--- src/rtl/ifetch_unit.sv ---
// Instruction fetch stage: issues imem reads from pc_in and buffers {inst, pc} in a small FIFO toward decode.
// Optional macro IFETCH_ALIGN_CHECK_EN adds the sticky fetch_misalign output.
module ifetch_unit #(
  parameter int          DEPTH   = 2,
  parameter int          ADDR_W  = 11,
  parameter logic [31:0] BASE_PC = 32'h00400000
) (
  input  logic              clk,
  input  logic              rst,
  input  logic [31:0]       pc_in,
  output logic              pc_ena,
  input  logic              redirect,
  output logic              imem_req,
  output logic [ADDR_W-1:0] imem_addr,
  input  logic [31:0]       imem_rdata,
  output logic              inst_valid,
  input  logic              inst_ready,
  output logic [31:0]       inst,
  output logic [31:0]       inst_pc
`ifdef IFETCH_ALIGN_CHECK_EN
  ,
  output logic              fetch_misalign
`endif
);

  localparam int PTR_W = $clog2(DEPTH);
  localparam int CNT_W = $clog2(DEPTH + 1);

  logic [CNT_W-1:0] count_q, count_d;
  logic [PTR_W-1:0] rd_ptr_q, rd_ptr_d;
  logic [PTR_W-1:0] wr_ptr_q, wr_ptr_d;
  logic             pending_q, pending_d;
  logic [31:0]      pending_pc_q;
  logic [31:0]      inst_mem_q [DEPTH];
  logic [31:0]      pc_mem_q   [DEPTH];

  logic             pop, push, space, issue_base, issue;
  logic [CNT_W:0]   occupancy;
  logic [31:0]      pc_off;
  logic             unused_pc_bits;

  assign pc_off         = pc_in - BASE_PC;
  assign imem_addr      = pc_off[ADDR_W+1:2];
  assign unused_pc_bits = ^{pc_off[31:ADDR_W+2], pc_off[1:0]};

  assign inst_valid = (count_q != '0);
  assign pop        = inst_valid & inst_ready;
  assign push       = pending_q;

  // The in-flight read already owns a slot, so it counts against capacity.
  assign occupancy  = {1'b0, count_q} + (CNT_W+1)'(pending_q) - (CNT_W+1)'(pop);
  assign space      = occupancy < (CNT_W+1)'(DEPTH);
  assign issue_base = !redirect & space;

`ifdef IFETCH_ALIGN_CHECK_EN
  logic misalign_q;
  logic pc_aligned;

  assign pc_aligned     = (pc_in[1:0] == 2'b00);
  assign issue          = issue_base & !misalign_q & pc_aligned;
  assign fetch_misalign = misalign_q;

  always_ff @(negedge clk or posedge rst) begin
    if (rst)
      misalign_q <= 1'b0;
    else if (redirect)
      misalign_q <= 1'b0;
    else if (issue_base && !pc_aligned)
      misalign_q <= 1'b1;
  end
`else
  assign issue = issue_base;
`endif

  assign imem_req = issue;
  assign pc_ena   = issue | redirect;
  assign inst     = inst_mem_q[rd_ptr_q];
  assign inst_pc  = pc_mem_q[rd_ptr_q];

  always_comb begin
    count_d   = count_q + CNT_W'(push) - CNT_W'(pop);
    rd_ptr_d  = rd_ptr_q + PTR_W'(pop);
    wr_ptr_d  = wr_ptr_q + PTR_W'(push);
    pending_d = issue;
    // A flush drops queued entries, the in-flight read and any pop this cycle.
    if (redirect) begin
      count_d   = '0;
      rd_ptr_d  = '0;
      wr_ptr_d  = '0;
      pending_d = 1'b0;
    end
  end

  always_ff @(negedge clk or posedge rst) begin
    if (rst) begin
      count_q      <= '0;
      rd_ptr_q     <= '0;
      wr_ptr_q     <= '0;
      pending_q    <= 1'b0;
      pending_pc_q <= '0;
      for (int i = 0; i < DEPTH; i++) begin
        inst_mem_q[i] <= '0;
        pc_mem_q[i]   <= '0;
      end
    end else begin
      count_q   <= count_d;
      rd_ptr_q  <= rd_ptr_d;
      wr_ptr_q  <= wr_ptr_d;
      pending_q <= pending_d;
      if (issue)
        pending_pc_q <= pc_in;
      if (push && !redirect) begin
        inst_mem_q[wr_ptr_q] <= imem_rdata;
        pc_mem_q[wr_ptr_q]   <= pending_pc_q;
      end
    end
  end

endmodule

--- config.mk ---
export PLATFORM = sky130hd
export DESIGN_NAME = ifetch_unit
export DESIGN_NICKNAME = d
export VERILOG_FILES = /design/src/rtl/ifetch_unit.sv
export SDC_FILE = /design/constraint.sdc
export NUM_CORES = 1
export LEC_CHECK = 0
export BUFFER_PORTS_ARGS = -buffer_cell sky130_fd_sc_hd__buf_2
export CAP_MARGIN = 20
export CORE_AREA = 5 5 126 248
export CTS_CLUSTER_DIAMETER = 200
export CTS_CLUSTER_SIZE = 24
export DETAILED_ROUTE_END_ITERATION = 8
export DIE_AREA = 0 0 131 253
export HOLD_SLACK_MARGIN = 0.02
export PLACE_DENSITY = 0.52
export SLEW_MARGIN = 40
export SYNTH_ARGS = -nofsm -noshare
export SYNTH_HDL_FRONTEND = slang
export SYNTH_SLANG_ARGS = --single-unit
export TNS_END_PERCENT = 100
--- constraint.sdc ---
create_clock -name clk -period 4 [get_ports clk]
set_input_delay 0 -clock clk [delete_from_list [all_inputs] [get_ports clk]]
set_output_delay 0 -clock clk [all_outputs]
set_load 0.01 [all_outputs]
==> results of run 1 <==
-- per-layer routing --
metal	vias up	wire length (um)
met4	4	332
met3	20	1340
met1	2073	7060
met5	-	34
met2	132	6900
li1	1874	-
-- area by class of cell --
class	instances	area, sq um
fill	2931	20100
sequential	165	4130
multi-input combinational	240	2790
timing repair buffer	169	1030
clock buffer	21	460
tap	364	455
clock inverter	10	146
inverter	6	26.3
-- critical path, stage by stage (launching register included) --
cell     delay [ps]
dfrtn_1         340
o21a_1          200
ha_1            270
inv_1            60
ha_2            160
fa_2            440
or3_4           380
inv_2            70
buf_6            90
-- where the power goes --
group	leakage [nW]	switching [mW]	internal [mW]	total, mW
Sequential	2.00	0.429	2.59	3.02
Combinational	1.89	1.32	1.95	3.26
Clock	0.294	0.675	1.02	1.69
-- cells in the final DEF, fill, tap and decap left out --
cell,n
bufinv_16,3
buf_12,9
buf_2,144
xnor2_2,1
o21a_1,1
or3_4,1
inv_2,1
clkinvlp_4,2
buf_4,14
inv_6,2
clkinv_2,1
xnor2_1,2
clkbuf_16,17
nor3_4,1
or2_2,1
nor2b_1,2
inv_1,4
mux2_4,29
ha_2,1
mux2_1,5
o21bai_1,1
nand3b_1,1
fa_2,1
nor2_1,2
buf_6,2
clkbuf_1,2
mux2_2,190
dfrtn_1,165
clkinv_4,3
clkbuf_8,2
ha_1,1
-- registers in the layout, indices dropped and copies added, names as in the netlist --
signal / flops
count_q: 2
inst_mem_q: 64
pc_mem_q: 64
pending_pc_q: 32
pending_q: 1
rd_ptr_q: 1
wr_ptr_q: 1
-- logic make-up after synthesis --
group,share of synthesized area (%)
XOR/XNOR,0.366
buffers and inverters,3.82
AO/OA/AOI/OAI,0.209
AND/OR/NAND/NOR,0.785
multiplexers,36.7
flip-flops,57.5
adder cells (fa/ha/maj),0.628
-- repair_timing --
| item | CTS | global route |
|---|---|---|
| setup buffers | 1 | 3 |
| endpoints found under the setup margin | 2 | 34 |
| resized for setup | 4 | 1 |
| pin swaps | 6 | 6 |
| cloned | 0 | 0 |
-- how the worst max path moves through the flow --
stage / from / to / slack [ps]
6_report: count_q[1] / imem_req / -420
5_1_grt: count_q[1] / imem_req / -520
4_1_cts: count_q[0] / imem_req / -520
3_5_place_dp: inst_ready / pending_pc_q[6] / -350
3_3_place_gp: inst_ready / pending_pc_q[0] / -350
2_1_floorplan: count_q[1] / imem_req / -180
==> metrics.cfg, run 1 <==
[status]
outcome=finished, violations left
violations=setup timing

[hold_path]
min_path_type=in -> out
hold_path_depth=2
holdCritStartpoint=pc_in[2]
min_to=imem_addr[0]

[synth]
ys_warn_count=0
synth_edf_count=0
seq_area_frac_synth_pct=57.5
synth.distinct_cells=21
synth-main-ff-cell=dfrtn_1
async_reset_ff_share_pct=100
yosysMostFrequentCell=mux2_2
yosys.area.top_type=dfrtn_1
yosys-top-cells-count=190 x mux2_2, 165 x dfrtn_1, 29 x mux2_4
syn_avg_cell_area_sq_um=16.1
syn_inst=446
synth-seq-cells=165
synth_top_area_share_pct=57.5
synth_fp_nets=517
syn-cell-area_sq_um=7180
ys_top_cells_by_area=dfrtn_1 58%, mux2_2 30%, mux2_4 6.1%

[floorplanning]
die-width_um=131
die_area_sq_um=33100
rows=89
core_sq_um=29200
io_pins=146
initial_core_util_pct=24.6
dieHeight_um=253

[worst_setup_path]
timing.rr.start=count_q[1]
cp-end-kind=output pin
r2r_slack_ps=1330
worstPathMaxFanout=2
required_ps=4000
critical_path_class=reg -> out
r2r-end=pending_pc_q[2]
worst_ep_arrival_time_ps=4420
reg2reg_depth=9
startpoint_type=flop

[power_and_ir_drop]
peakVddDrop_v=0.000566
power_density_nw_per_um2=882
leakage_nw=4.19
total_power_mw=7.98

[placed_design]
hpwl_mm=10.6
pre_cts_slack_ps=-350
routabilityCongestion=0.696
placed_cells=941
placed_area_sq_um=8380
port_buffers=145

[sta]
finalSetupViolCount=2
fin_ws_ps=-421
maxSlewViolCount=0
setup_tns_ps=-806
rsz0062_at_grt=yes
maxSlewHeadroom_pct=59.6
hold_slack_ps=204
worst_pin_slew_ps=604
hold_viol_final=0
clock_skew_ps=7.17

[detailed_routing]
wl_per_cell_um=16.1
viasPerCell=4.21
drc=0
routed_wl_mm=15.7
dr.pass1.iters=4
ant_nets=0
num_vias=4103
drt_iter0_markers=117

[clock_network]
cts_buffer_depth=2
path_clk_slew_ps=50
clock-root-buffer=clkbuf_16
clkLatencyLatePin_ps=410
numClockSinks=165
cts_tree=built
htree_num_levels=4
cts_buffers=17
ctsHoldBuffers=0

[global_routing]
grt_max_degree=57
grt_util_met3_pct=3.50
grt_busiest_layer=met2
grtUsageMet1_pct=12.6
grtUsageMet2_pct=14.4
antenna_found_initial=2
grt_pass1_vias=4554
globalRouteOverflowTotal=0
grt_usage_pct=9.71
grt_pass1_wl_mm=24.6

[cells_and_area]
drive_above_1_share_pct=69.6
layout.nets=670
fin_cells=975
fin_area_sq_um=9040
area_delta_synth_final_pct=25.9
finish.utilization_pct=31.0
insertedDiodeCount=0

[run]
drv_cap=0

Power figures use the tool's default switching activity.
==> run 2, diff against run 1 <==
Settings changed: ABC_AREA set to 1, CORE_AREA 5 5 126 248 to 5 5 129 254, DIE_AREA 0 0 131 253 to 0 0 134 259.
==> run 2 against run 1 <==
  * The flow still finishes with violations (setup timing)
  * Setup slack better by 120 ps
  * Largest cell class unchanged
  * Die area is 4.7% higher
  * Critical endpoint is now pc_ena
  * Cell count is 29% higher
  * Sequential cell count stayed put
  * Critical path depth is 1 higher
  * Non-clock buffer count is 3 lower
  * Sequential share of layout area is 0.64 points lower
  * Cell area is 1.4% higher
  * Combinational power is 7.1% lower
  * Sequential power is 7.0% lower
==> metrics.cfg, run 2 <==
[synth]
syn_avg_cell_area_sq_um=10.3
async_reset_ff_share_pct=100
yosys.area.top_type=dfrtn_1
syn_inst=735
seq_area_frac_synth_pct=54.6
syn-cell-area_sq_um=7560
synth_edf_count=0
yosys-top-cells-count=198 x nand2_1, 165 x dfrtn_1, 74 x inv_1
synth_top_area_share_pct=54.6
ys_warn_count=0
yosysMostFrequentCell=nand2_1
ys_top_cells_by_area=dfrtn_1 55%, nand2_1 9.8%, mux2_2 9.5%
synth-main-ff-cell=dfrtn_1
synth-seq-cells=165
synth_fp_nets=806
synth.distinct_cells=25

[clock_network]
clock-root-buffer=clkbuf_16
path_clk_slew_ps=50
htree_num_levels=4
clkLatencyLatePin_ps=410
cts_buffer_depth=2
cts_tree=built
numClockSinks=165
ctsHoldBuffers=0
cts_buffers=17

[worst_setup_path]
worstPathMaxFanout=3
critical_path_class=reg -> out
startpoint_type=flop
worst_ep_arrival_time_ps=4310
required_ps=4000
cp-end-kind=output pin

[placed_design]
routabilityCongestion=0.779
port_buffers=145
placed_cells=1211
pre_cts_slack_ps=7.24
hpwl_mm=11.7

[sta]
rsz0062_at_grt=yes
hold_viol_final=0
maxSlewHeadroom_pct=64.2
finalSetupViolCount=2
fin_ws_ps=-305
setup_tns_ps=-580
worst_pin_slew_ps=536
clock_skew_ps=9.01
maxSlewViolCount=0

[run]
drv_cap=0

[cells_and_area]
fin_cells=1253
final_cell_mix=196 x nand2_1, 165 x dfrtn_1, 144 x buf_2
layout.nets=936
drive_above_1_share_pct=38.7
final_common_cell=nand2_1
fillers=3194
seq_area_sq_um=4130
area_delta_synth_final_pct=21.3
multi_input_area_sq_um=2680
reg.largest.list=inst_mem_q x64, pc_mem_q x64, pending_pc_q x32

[detailed_routing]
drt_iter0_markers=215
drc=0
routed_wl_mm=17.6
num_vias=5258
dr.pass1.iters=5
ant_nets=0
wl_per_cell_um=14.0
viasPerCell=4.20

[global_routing]
grt_usage_pct=10.6
grt_pass1_vias=5470
grt_pass1_wl_mm=29.2
grt_max_degree=99
globalRouteOverflowTotal=0
antenna_found_initial=4

[floorplanning]
io_pins=146
dieHeight_um=259
core_sq_um=30600
die_area_sq_um=34700
initial_core_util_pct=24.7
rows=91
die-width_um=134

[status]
violations=setup timing
outcome=finished, violations left

[power_and_ir_drop]
power_density_nw_per_um2=817
peakVddDrop_v=0.000663
leakage_nw=4.68

[hold_path]
min_path_type=in -> out

run 2: cell types whose count changed after synthesis, sizes merged, moves of 2 or more:
cell and change:
nand2 +199, mux2 -160, o21ai +129, inv +69
nand3 +33, buf +21, nor2 +5, xnor2 -3
nor2b -2
run 2: logic make-up (layout without fill, tap and decap cells):
| family | Yosys count | in the layout | synth area share, % |
|---|---|---|---|
| AO/OA/AOI/OAI | 130 | 130 | 11.8 |
| buffers and inverters | 131 | 274 | 10.4 |
| AND/OR/NAND/NOR | 242 | 242 | 13.0 |
| multiplexers | 64 | 64 | 9.54 |
| other | 0 | 3 | 0 |
| flip-flops | 165 | 165 | 54.6 |
| adder cells (fa/ha/maj) | 3 | 3 | 0.596 |
run 2: power breakdown:
part	internal, mW	leakage, nW	switching [mW]	total [mW]
combinational	1.34	2.30	1.69	3.03
clock	0.932	0.284	0.723	1.65
sequential	2.46	2.09	0.352	2.81
total	4.73	4.68	2.76	7.49
run 2: layout make-up:
class / count / share of cell area (%)
repair buffers: 166 / 10.9
diodes: 3 / 0.0819
well taps: 372 / 5.08
flip-flops and latches: 165 / 45.0
multi-input cells: 439 / 29.2
inverters: 76 / 3.18
clock buffers: 17 / 4.64
clock inverters: 15 / 1.83
run 2: worst max-delay path, cell delays in order, from the launching register on:
cell	delay, ps
dfrtn_1	350
o21a_1	210
ha_1	290
inv_2	50
ha_4	150
fa_2	530
inv_2	50
nand2_2	70
o21ai_2	50
buf_2	150
run 2: per-layer routing:
metal	share of wire (%)	vias to the layer above	track usage, %
li1	-	2619	-
met1	46	2462	13.8
met5	0.12	-	0
met4	2.3	4	4.81
met3	5.6	26	2.77
met2	46	147	16.6
run 2: stage by stage:
step,hold slack [ps],power (mW),cell area [sq um],utilization [%]
after detailed placement,202,5.81,8480,27.7
after global placement,204,5.70,8480,27.7
after global routing,217,8.11,9160,29.9
after floorplan,91.8,4.84,7560,-
after CTS,203,7.57,9100,29.7
final,200,7.49,9170,29.9
run 2: final timing paths:
path                            startpoint               end  slack (ps)  depth (start not counted)
max reg2reg                     count_q[0]  pending_pc_q[27]        1670                         12
min reg2reg                pending_pc_q[1]   pending_pc_q[1]         410                          2
max                             count_q[0]            pc_ena        -310                          9
min                              pc_in[11]      imem_addr[9]         200                          2
min in group asynchronous              rst  pending_pc_q[28]        1610                          3
max in group asynchronous              rst    inst_mem_q[29]        1880                          3
run 2: timing repair:
action,CTS,global route
setup endpoints to repair,2,2
resized for setup,7,4
buffers inserted,2,5
pin swaps,2,4
